**src/rtl/oka_seq_mult.sv**
```systemverilog
// Sequential odd-even Karatsuba GF(2)[x] multiplier: one HALF x HALF carry-less
// multiplier is time-shared over three cycles, then the partial products are interleaved.
module oka_seq_mult #(
  parameter int N = 30
) (
  input  logic           clk,
  input  logic           rst_n,
  input  logic           in_valid,
  output logic           in_ready,
  input  logic [N-1:0]   a,
  input  logic [N-1:0]   b,
  output logic           out_valid,
  input  logic           out_ready,
  output logic [2*N-2:0] y,
  output logic           busy
);

  localparam int HALF = N / 2;

  generate
    if (((N % 2) != 0) || (N < 4)) begin : g_badN
      $error("oka_seq_mult: N must be even and >= 4");
    end
  endgenerate

  typedef enum logic [2:0] {
    S_IDLE,
    S_MUL0,
    S_MUL1,
    S_MUL2,
    S_DONE
  } state_t;

  state_t           r_state;
  state_t           w_nextState;
  logic             w_accept;
  logic [HALF-1:0]  w_ae, w_ao, w_be, w_bo;
  logic [HALF-1:0]  r_ae, r_ao, r_be, r_bo;
  logic [HALF-1:0]  w_opA, w_opB;
  logic [N-2:0]     w_prod;
  logic [N-2:0]     r_p0, r_p1;
  logic [N-1:0]     w_p0x, w_p1s;
  logic [2*N-2:0]   w_y;
  logic [2*N-2:0]   r_y;
  logic             r_outValid;

  assign in_ready  = (r_state == S_IDLE);
  assign busy      = (r_state != S_IDLE);
  assign w_accept  = in_valid && in_ready;
  assign out_valid = r_outValid;
  assign y         = r_y;

  always_comb begin
    w_ae = '0;
    w_ao = '0;
    w_be = '0;
    w_bo = '0;
    for (int k = 0; k < HALF; k++) begin
      w_ae[k] = a[2*k];
      w_ao[k] = a[2*k+1];
      w_be[k] = b[2*k];
      w_bo[k] = b[2*k+1];
    end
  end

  always_ff @(posedge clk or negedge rst_n) begin
    if (!rst_n) begin
      r_state <= S_IDLE;
    end else begin
      r_state <= w_nextState;
    end
  end

  always_comb begin
    w_nextState = r_state;
    case (r_state)
      S_IDLE:  if (w_accept) w_nextState = S_MUL0;
      S_MUL0:  w_nextState = S_MUL1;
      S_MUL1:  w_nextState = S_MUL2;
      S_MUL2:  w_nextState = S_DONE;
      S_DONE:  if (out_ready) w_nextState = S_IDLE;
      default: w_nextState = S_IDLE;
    endcase
  end

  // Shared sub-multiplier: operands steered by state (MUL2 feeds the Karatsuba middle term).
  always_comb begin
    w_opA = r_ae;
    w_opB = r_be;
    case (r_state)
      S_MUL1: begin
        w_opA = r_ao;
        w_opB = r_bo;
      end
      S_MUL2: begin
        w_opA = r_ae ^ r_ao;
        w_opB = r_be ^ r_bo;
      end
      default: ;
    endcase
    w_prod = '0;
    for (int i = 0; i < HALF; i++) begin
      for (int j = 0; j < HALF; j++) begin
        w_prod[i+j] = w_prod[i+j] ^ (w_opA[i] & w_opB[j]);
      end
    end
  end

  // Even bits take P0 plus P1 shifted by one (x^2); odd bits take the middle term.
  always_comb begin
    w_p0x = {1'b0, r_p0};
    w_p1s = {r_p1, 1'b0};
    w_y   = '0;
    for (int i = 0; i < N; i++) begin
      w_y[2*i] = w_p0x[i] ^ w_p1s[i];
    end
    for (int i = 0; i < N - 1; i++) begin
      w_y[2*i+1] = w_prod[i] ^ r_p0[i] ^ r_p1[i];
    end
  end

  always_ff @(posedge clk or negedge rst_n) begin
    if (!rst_n) begin
      r_ae       <= '0;
      r_ao       <= '0;
      r_be       <= '0;
      r_bo       <= '0;
      r_p0       <= '0;
      r_p1       <= '0;
      r_y        <= '0;
      r_outValid <= 1'b0;
    end else begin
      if (w_accept) begin
        r_ae <= w_ae;
        r_ao <= w_ao;
        r_be <= w_be;
        r_bo <= w_bo;
      end
      if (r_state == S_MUL0) r_p0 <= w_prod;
      if (r_state == S_MUL1) r_p1 <= w_prod;
      if (r_state == S_MUL2) begin
        r_y        <= w_y;
        r_outValid <= 1'b1;
      end else if ((r_state == S_DONE) && out_ready) begin
        r_outValid <= 1'b0;
      end
    end
  end

endmodule

```
**config.mk**
```make
export PLATFORM = sky130hd
export DESIGN_NAME = oka_seq_mult
export DESIGN_NICKNAME = d
export VERILOG_FILES = /design/src/rtl/oka_seq_mult.sv
export SDC_FILE = /design/constraint.sdc
export NUM_CORES = 1
export LEC_CHECK = 0
export ABC_AREA = 1
export ABC_CLOCK_PERIOD_IN_PS = 6200
export BUFFER_PORTS_ARGS = -buffer_cell sky130_fd_sc_hd__buf_4
export CAP_MARGIN = 20
export CORE_MARGIN = 3
export CORE_UTILIZATION = 65
export DETAILED_ROUTE_END_ITERATION = 8
export GPL_ROUTABILITY_DRIVEN = 0
export PLACE_DENSITY = 0.82
export REMOVE_ABC_BUFFERS = 1
export SLEW_MARGIN = 25
export SYNTH_ARGS = -nofsm -noshare
export SYNTH_HDL_FRONTEND = slang
export SYNTH_SLANG_ARGS = --single-unit
```
**constraint.sdc**
```tcl
create_clock -name clk -period 6.2 [get_ports clk]
set_input_delay 0 -clock clk [delete_from_list [all_inputs] [get_ports clk]]
set_output_delay 0 -clock clk [all_outputs]
set_load 0.02 [all_outputs]
```
==> results of run 1 <==
-- layout by cell type, fill, tap and decap left out, types with 9 or more instances in the layout --
cell type and n:
mux2_2 14, nand3_1 140, buf_4 129, inv_2 9, inv_1 150, clkbuf_16 17
o21ai_0 89, xor2_1 90, dlygate4sd3_1 63, a21oi_1 46, nor2_1 137, nand3b_1 18
xnor2_1 88, o21ai_1 27, nand2_1 751, dfrtp_1 181, nand2_2 9
-- layout make-up --
class,instances,area [um2]
multi-input combinational,1466,7296
sequential,181,4529
fill,1386,4070
timing repair buffer,195,1652
inverter,160,600.6
clock buffer,17,425.4
tap,260,325.3
clock inverter,15,182.7
-- path summary, 6_finish.rpt --
| check | startpoint | endpoint | slack, ns | cells past startpoint |
|---|---|---|---|---|
| worst max register to register | r_state[1]$_DFFE_PN0P_ | y[35]$_DFFE_PN0N_ | 1.93 | 17 |
| worst min register to register | y[21]$_DFFE_PN0N_ | y[21]$_DFFE_PN0N_ | 0.48 | 2 |
| max in group asynchronous | rst_n | r_be[2]$_DFFE_PN0P_ | 4.54 | 3 |
| worst min-delay path | rst_n | y[1]$_DFFE_PN0N_ | 0.22 | 2 |
| worst max-delay path | r_state[1]$_DFFE_PN0P_ | y[35]$_DFFE_PN0N_ | 1.93 | 17 |
| min in group clk | out_ready | r_state[2]$_DFFE_PN0P_ | 0.32 | 3 |
-- worst max-delay path, stage by stage, from the launching register on --
cell	delay [ns]
dfrtp_1	0.64
nand2_4	0.72
nand2_4	0.49
inv_2	0.49
nand2_1	0.09
nand2_1	0.41
inv_2	0.16
nand2_1	0.11
xor2_1	0.28
inv_1	0.10
nand2_1	0.07
nand2_1	0.05
nand2_1	0.08
nand3b_1	0.13
nand2_1	0.11
nand2_1	0.05
nand3_1	0.08
nand2_1	0.06
-- flip-flops by register name, summed over array words and instances (netlist names) --
name       flops
y             59
r_p0          29
r_p1          29
r_ae          15
r_ao          15
r_be          15
r_bo          15
r_state        3
out_valid      1
-- metrics by stage --
stage | hold slack (ns) | instance area, um2
floorplan | -0.2956 | 12410
global placement | 0.1866 | 13730
detailed placement | 0.1992 | 13770
CTS | 0.2974 | 15000
global route | 0.3221 | 15010
finish | 0.2220 | 15010
-- cells by family after synthesis --
kind of cell    count (synthesis)  share of synthesized area, %
buf+inv                       240                         8.407
compound gates                177                         7.164
simple gates                 1091                         35.21
flops                         181                         35.14
xor+xnor                      184                         12.85
mux                            14                         1.223
-- per-layer routing --
layer	part of all wire [%]	vias up	routed length [um]
li1	-	6118	-
met4	4.1	0	1475
met2	48	589	16920
met3	8.1	113	2896
met1	40	5906	14280
met5	0	-	0
==> flow_summary_export.csv, run 1 <==
group,metric,value,unit
placed_design,place_ws,2.175,ns
sta,rsz0062_at_grt,"no",
logic_synthesis,synth_edf_count,0,
clocking,numCtsBuffers,17,
sta,maxSlewHeadroom,39.69,%
logic_synthesis,yosys.cell_types.count,37,
clocking,clkLatencyLatePin,0.45,ns
logic_synthesis,synth_top_area_share,35.14,%
clocking,cts_post_setup_buffers_inserted,0,
clocking,clk_pin_slew,0.08,ns
logic_synthesis,synth_area,12890,um2
logic_synthesis,yosys.area.top_type,"dfrtp_1",
sta,max_freq,0.2341,GHz
final_layout,drive_gt1_share,11.60,%
detailed_routing,vias_per_cell,5.548,
sta,report.final.slew_viol_count,0,
global_route,grt_pass1_wl,58.52,mm
placed_design,dp.cells,2199,
floorplanning,dieArea,21550,um2
global_route,overflow,0,
critical_path,path_class,"flop to flop",
final_layout,syn2layout_area_growth,16.46,%
final_layout,diodes,0,
sta,worstMarginPinSlew,0.9046,ns
detailed_routing,drtIter0Drc,1129,
floorplanning,fp-row-count,50,
floorplanning,die_h,146.8,um
global_route,grt_max_degree,119,
logic_synthesis,post-synth-top-count-cell,"nand2_1",
logic_synthesis,yosys_warnings,0,
global_route,grt_use_met2,55.50,%
logic_synthesis,yosys-top-cells-count,"752 x nand2_1, 181 x dfrtp_1, 150 x inv_1",
clocking,clk_path_buf_depth,2,
logic_synthesis,avgSynthCellArea,6.830,um2
sta,fin_setup_tns,0,ns
logic_synthesis,synth_area_leaders,"dfrtp_1 35%, nand2_1 22%, xor2_1 6.1%, xnor2_1 6.0%, nand3_1 5.4%",
global_route,grt.busiest_layer,"met2",
final_layout,final-instance-count-excl-fill,2294,
outcome,status,"completed",
critical_path,cp-start-kind,"flop",
global_route,grt_usage,33.03,%
critical_path,cp.required,6.54,ns
detailed_routing,postRouteWirelength,35.58,mm
clocking,cts.sinks,181,
global_route,grt_use_met1,42.19,%
clocking,ctsHoldBuffers,63,
logic_synthesis,synth-seq-cells,181,
sta,finalClockSkew,0.01457,ns
placed_design,port_buffers,125,
detailed_routing,vias,12726,
placed_design,dp_hpwl,23.15,mm
detailed_routing,dr.pass1.iters,6,
logic_synthesis,yosys_most_used_dff,"dfrtp_1",
sta,period_needed,4.272,ns
clocking,cts_root_buf,"clkbuf_16",
logic_synthesis,synth_cells,1887,
logic_synthesis,async_reset_ff_share,100.0,%
clocking,cts_tree,"yes",
logic_synthesis,ys_seq_area_share,35.14,%
global_route,grt_pass1_vias,12138,
floorplanning,start_util,67.55,%
global_route,grtUsageMet3,5.552,%
clocking,cts_max_level,4,
floorplanning,core,19080,um2
critical_path,critical_path_arrival,4.61,ns
final_layout,final_util,78.67,%
sta,period_share,68.90,%
critical_path,crit_fanout,72,
detailed_routing,post-route-drc-count,0,
sta,finalWorstSetupSlack,1.928,ns
clocking,post_cts_resized,0,
critical_path,worstSetupEndpointType,"flop",
sta,final-setup-viol-count,0,
job,drv_cap,0,
detailed_routing,antenna_left,0,
floorplanning,dieWidth,146.8,um
sta,finalHoldViolations,0,
floorplanning,io_pins,126,
global_route,antenna_found_initial,0,
final_layout,nets,2085,
detailed_routing,wl_per_cell,15.51,um
hold_path,hold_class,"input port to async pin",
Power of run 1 is left out: the tool's default activity adds up to more than one toggle a clock period on the data nets, which glitch-free logic cannot reach.
==> inputs of run 2 (changes only) <==
--- a/config.mk
+++ b/config.mk
@@ -6,14 +6,14 @@
 export NUM_CORES = 1
 export LEC_CHECK = 0
 export ABC_AREA = 1
-export ABC_CLOCK_PERIOD_IN_PS = 6200
+export ABC_CLOCK_PERIOD_IN_PS = 4250
 export BUFFER_PORTS_ARGS = -buffer_cell sky130_fd_sc_hd__buf_4
 export CAP_MARGIN = 20
 export CORE_MARGIN = 3
-export CORE_UTILIZATION = 65
+export CORE_UTILIZATION = 61
 export DETAILED_ROUTE_END_ITERATION = 8
 export GPL_ROUTABILITY_DRIVEN = 0
-export PLACE_DENSITY = 0.82
+export PLACE_DENSITY = 0.78
 export REMOVE_ABC_BUFFERS = 1
 export SLEW_MARGIN = 25
 export SYNTH_ARGS = -nofsm -noshare
==> constraint.sdc (replaced) <==
create_clock -name clk -period 4.25 [get_ports clk]
set_input_delay 0 -clock clk [delete_from_list [all_inputs] [get_ports clk]]
set_output_delay 0 -clock clk [all_outputs]
set_load 0.02 [all_outputs]
==> run 2 against run 1 <==
  * Setup slack got worse by 1.4 ns
  * Die area up 6.3%
  * Cell count up 0.70%
  * Non-clock buffer count rose by 6
==> flow_summary_export.csv, run 2 (synthesized netlist as in run 1, its figures left out) <==
group,metric,value,unit
outcome,status,"completed",
floorplanning,core,20490,um2
global_route,grt_pass1_wl,57.93,mm
sta,period_needed,3.677,ns
clocking,clkLatencyLatePin,0.46,ns
floorplanning,start_util,62.89,%
critical_path,crit_fanout,24,
floorplanning,fp-row-count,52,
global_route,antenna_found_initial,0,
sta,finalWorstSetupSlack,0.5735,ns
floorplanning,die_h,151.4,um
clocking,clk_pin_slew,0.08,ns
sta,maxSlewHeadroom,53.00,%
global_route,overflow,0,
final_layout,syn2layout_area_growth,16.90,%
placed_design,dp_hpwl,23.54,mm
clocking,cts_root_buf,"clkbuf_16",
clocking,cts_tree,"yes",
critical_path,cp.required,4.59,ns
critical_path,crit_chain,"nand2_4, nand2_4, buf_4, nor2_1, nor2_2, inv_1, nand2_1, nand3_1, nand2_1, xnor2_1, nand2_1, nand2_1, nand2_1, nand2_1, nand2_1, nand3_1, nand2_1",
sta,worstMarginPinSlew,0.7050,ns
critical_path,cp.depth,17,
final_layout,layout_commonest_cell,"nand2_1",
sta,final-setup-viol-count,0,
critical_path,cpPeakStageDelay,0.80,ns
placed_design,port_buffers,125,
detailed_routing,drtIter0Drc,996,
placed_design,place_ws,0.8169,ns
clocking,clk_path_buf_depth,2,
detailed_routing,antenna_left,0,
critical_path,worstReg2RegEnd,"y[23]$_DFFE_PN0N_",
clocking,numCtsBuffers,17,
clocking,post_cts_resized,0,
detailed_routing,dr.pass1.iters,6,
clocking,cts_max_level,4,
sta,finalClockSkew,0.01993,ns
critical_path,reg2reg_slack,0.57,ns
detailed_routing,wl_per_cell,15.32,um
detailed_routing,post-route-drc-count,0,
sta,max_freq,0.2720,GHz
critical_path,critical_path_arrival,4.02,ns
critical_path,cp-endpoint,"y[23]$_DFFE_PN0N_",
final_layout,nets,2091,
critical_path,cp_common_cell,"nand2_1",
detailed_routing,vias,12761,
final_layout,final_cell_mix,"751 x nand2_1, 181 x dfrtp_1, 150 x inv_1, 140 x nand3_1, 137 x nor2_1",
critical_path,worstSetupEndpointType,"flop",
clocking,cts_post_setup_buffers_inserted,0,
critical_path,rr_startpoint,"r_state[1]$_DFFE_PN0P_",
final_layout,diodes,0,
hold_path,hold_class,"input port to async pin",
global_route,grt_usage,31.59,%
critical_path,crit_path_start,"r_state[1]$_DFFE_PN0P_",
sta,finalHoldViolations,0,
final_layout,largest_register_ffs,59,
placed_design,dp.cells,2215,
sta,period_share,86.51,%
critical_path,reg2reg_depth,17,
sta,report.final.slew_viol_count,0,
final_layout,fillers,1617,
critical_path,path_class,"flop to flop",
clocking,cts.sinks,181,
sta,rsz0062_at_grt,"no",
critical_path,crit_buf_inv,2,
final_layout,drive_gt1_share,11.81,%
floorplanning,dieArea,22910,um2
global_route,grt_max_degree,108,
critical_path,cp-start-kind,"flop",
detailed_routing,postRouteWirelength,35.39,mm
job,drv_cap,0,
detailed_routing,vias_per_cell,5.524,
global_route,grt_pass1_vias,12054,
floorplanning,io_pins,126,
critical_path,cp_slowest_cell,"dfrtp_1",
floorplanning,dieWidth,151.4,um
final_layout,final-instance-count-excl-fill,2310,
critical_path,cp_top_family,"simple AND/OR/NAND/NOR gates",
## run 2: how the worst min path moves through the flow
stage	startpoint	endpoint	slack [ns]	cells after the start
final	rst_n	y[48]$_DFFE_PN0N_	0.10	2
after global routing	rst_n	y[48]$_DFFE_PN0N_	0.20	2
after CTS	rst_n	y[48]$_DFFE_PN0N_	0.15	2
after detailed placement	rst_n	y[48]$_DFFE_PN0N_	0.06	1
after global placement	rst_n	y[2]$_DFFE_PN0N_	0.05	1
after floorplan	rst_n	out_valid$_DFFE_PN0P_	-0.30	0
## run 2: metal layers
| layer | track usage, % | wire length, um |
|---|---|---|
| met2 | 52.70 | 17150 |
| met5 | 0 | 0 |
| met3 | 5.955 | 2746 |
| met1 | 39.95 | 14260 |
| met4 | 14.05 | 1240 |
## run 2: per-stage QoR
stage	instance area (um2)	util (%)	hold WS, ns	setup TNS, ns
6_report	15070	73.52	0.1047	0
5_1_grt	15070	73.52	0.2030	0
4_1_cts	15060	73.47	0.1536	0
3_5_place_dp	13820	67.45	0.05826	0
3_3_place_gp	13820	67.45	0.05457	0
2_1_floorplan	12410	-	-0.2956	-0.1292
## run 2: what timing repair did
action,4_1_cts,5_1_grt
setup endpoints to repair,0,0
hold buffers,63,0
endpoints found under the hold margin,137,0
## run 2: area by class of cell
cell class / count / area [um2] / share of cell area (%)
clock buffers: 18 / 439.2 / 2.915
clock inverters: 14 / 165.2 / 1.096
inverters: 160 / 600.6 / 3.986
multi-input cells: 1466 / 7300 / 48.45
flip-flops and latches: 181 / 4529 / 30.06
well taps: 270 / 337.8 / 2.242
repair buffers: 201 / 1695 / 11.25
## run 2: worst reg2reg max path: cells and delay by family, from the launching register on
family / cells / cell delay [ns]
and+or+nand+nor: 14 / 1.99
buffers and inverters: 2 / 0.61
xor gates and xnor gates: 1 / 0.16
DFF: 1 / 0.80
Power of run 2 is left out for the same reason.
==> inputs of run 3 (changes only) <==
--- a/config.mk
+++ b/config.mk
@@ -13,7 +13,7 @@
 export CORE_UTILIZATION = 61
 export DETAILED_ROUTE_END_ITERATION = 8
 export GPL_ROUTABILITY_DRIVEN = 0
-export PLACE_DENSITY = 0.78
+export PLACE_DENSITY = 0.82
 export REMOVE_ABC_BUFFERS = 1
 export SLEW_MARGIN = 25
 export SYNTH_ARGS = -nofsm -noshare
==> run 3 against run 2 <==
  * Clock skew fell by 0.0064 ns
  * First-iteration DRC count rose by 14%
  * Via count rose by 0.20%
  * Flip-flop and latch count did not move
  * Utilization fell by 0.17 points
  * Non-clock buffer count did not move
  * Critical path depth rose by 3
  * Design area fell by 0.23%
  * Cell count did not move
  * Critical endpoint is now y[37]$_DFFE_PN0N_
  * Global-route usage rose by 0.11 points
==> flow_summary_export.csv, run 3 (synthesized netlist as in run 1, its figures left out) <==
group,metric,value,unit
final_layout,finalInstanceArea,15030,um2
final_layout,drive_gt1_share,11.86,%
clocking,cts.sinks,181,
detailed_routing,vias_per_cell,5.535,
detailed_routing,postRouteWirelength,35.65,mm
clocking,clk_pin_slew,0.08,ns
detailed_routing,antenna_left,0,
job,drv_cap,0,
clocking,clkLatencyLatePin,0.45,ns
sta,rsz0062_at_grt,"no",
critical_path,rr_startpoint,"r_state[1]$_DFFE_PN0P_",
sta,report.final.slew_viol_count,0,
sta,max_freq,0.2731,GHz
global_route,overflow,0,
final_layout,syn2layout_area_growth,16.63,%
sta,worstMarginPinSlew,0.9232,ns
clocking,numCtsBuffers,17,
critical_path,crit_path_start,"r_state[1]$_DFFE_PN0P_",
global_route,grt_usage,31.70,%
critical_path,path_class,"flop to flop",
floorplanning,core,20490,um2
critical_path,critical_path_arrival,4.00,ns
global_route,grt_pass1_wl,58.01,mm
global_route,antenna_found_initial,0,
final_layout,fillers,1613,
final_layout,layout_commonest_cell,"nand2_1",
detailed_routing,dr.max_layer_used,"met4",
placed_design,dp.cells,2215,
sta,finalHoldViolations,0,
floorplanning,start_util,62.89,%
sta,period_needed,3.661,ns
clocking,cts_post_setup_buffers_inserted,0,
detailed_routing,wl_met2,16.50,mm
floorplanning,dieWidth,151.4,um
floorplanning,dieArea,22910,um2
final_layout,final_cell_mix,"751 x nand2_1, 181 x dfrtp_1, 150 x inv_1, 140 x nand3_1, 137 x nor2_1",
critical_path,worstSetupEndpointType,"flop",
detailed_routing,route.met3.wl,3.266,mm
final_layout,nets,2091,
sta,period_share,86.15,%
clocking,cts_tree,"yes",
placed_design,placed_area,13820,um2
sta,maxSlewHeadroom,38.46,%
floorplanning,die_h,151.4,um
global_route,grt_max_degree,102,
critical_path,crit_fanout,26,
critical_path,cp-start-kind,"flop",
final_layout,final-instance-count-excl-fill,2310,
floorplanning,fp-row-count,52,
detailed_routing,post-route-drc-count,0,
sta,finalClockSkew,0.01354,ns
clocking,ctsHoldBuffers,63,
detailed_routing,drt-met1-wl,14.15,mm
clocking,clk_path_buf_depth,2,
clocking,cts_max_level,4,
critical_path,cp.required,4.59,ns
final_layout,diodes,0,
detailed_routing,wl_per_cell,15.43,um
outcome,status,"completed",
global_route,grt_pass1_vias,12326,
sta,fin_setup_tns,0,ns
final_layout,final_util,73.35,%
final_layout,largest_register_ffs,59,
detailed_routing,dr.pass1.iters,7,
detailed_routing,vias,12787,
hold_path,hold_class,"input port to async pin",
placed_design,port_buffers,125,
floorplanning,io_pins,126,
sta,final-setup-viol-count,0,
detailed_routing,drtIter0Drc,1138,
clocking,post_cts_resized,0,
clocking,cts_root_buf,"clkbuf_16",
placed_design,dp_hpwl,23.32,mm
## run 3: cell types whose count changed in the layout (fill, tap and decap cells not counted), sizes merged
cell      before  now
bufinv         1    0
clkbuf        18   19
clkinv         5    6
clkinvlp       3    1
inv          165  166
## run 3: area by class of cell
class	count	area, um2	share of cell area (%)
multi-input cells	1466	7296	48.54
flip-flops and latches	181	4529	30.13
repair buffers	201	1683	11.20
inverters	160	600.6	3.995
clock buffers	19	452.9	3.013
well taps	270	337.8	2.247
clock inverters	13	132.6	0.8823
## run 3: critical path: stages (launching register included)
cell and delay, ns:
dfrtp_1 0.80, nand2_1 0.23, nor2_4 0.36, buf_4 0.40, nand2_1 0.08, nand2_1 0.08
nand2_1 0.05, nand2_1 0.39, nand2_1 0.12, xor2_1 0.26, inv_1 0.06, nand2_1 0.07
nand2_1 0.06, nand2_1 0.06, nand2_1 0.10, inv_1 0.07, nand2_1 0.07, nand2_1 0.11
nand2_1 0.06, nand3_1 0.07, nand2_1 0.05
## run 3: stage by stage
| stage | worst slack [ns] | hold slack (ns) |
|---|---|---|
| 2_1_floorplan | -0.08476 | -0.2956 |
| 3_3_place_gp | 0.9017 | 0.1617 |
| 3_5_place_dp | 0.7429 | 0.1572 |
| 4_1_cts | 0.7064 | 0.2493 |
| 5_1_grt | 0.2676 | 0.2947 |
| 6_report | 0.5885 | 0.2067 |
## run 3: layer usage
metal / track usage (%) / vias to the layer above
met1: 39.23 / 5828
met4: 16.86 / 0
met5: 0 / -
li1: - / 6154
met3: 6.314 / 147
met2: 52.28 / 658
## run 3: worst paths after layout
path | endpoint | slack (ns) | cells after the start
max | y[37]$_DFFE_PN0N_ | 0.59 | 20
min reg2reg | y[15]$_DFFE_PN0N_ | 0.48 | 2
max in group asynchronous | y[31]$_DFFE_PN0N_ | 3.08 | 3
min | y[2]$_DFFE_PN0N_ | 0.21 | 2
max reg2reg | y[37]$_DFFE_PN0N_ | 0.59 | 20
min in group clk | r_state[2]$_DFFE_PN0P_ | 0.30 | 3
Power of run 3 is left out for the same reason.
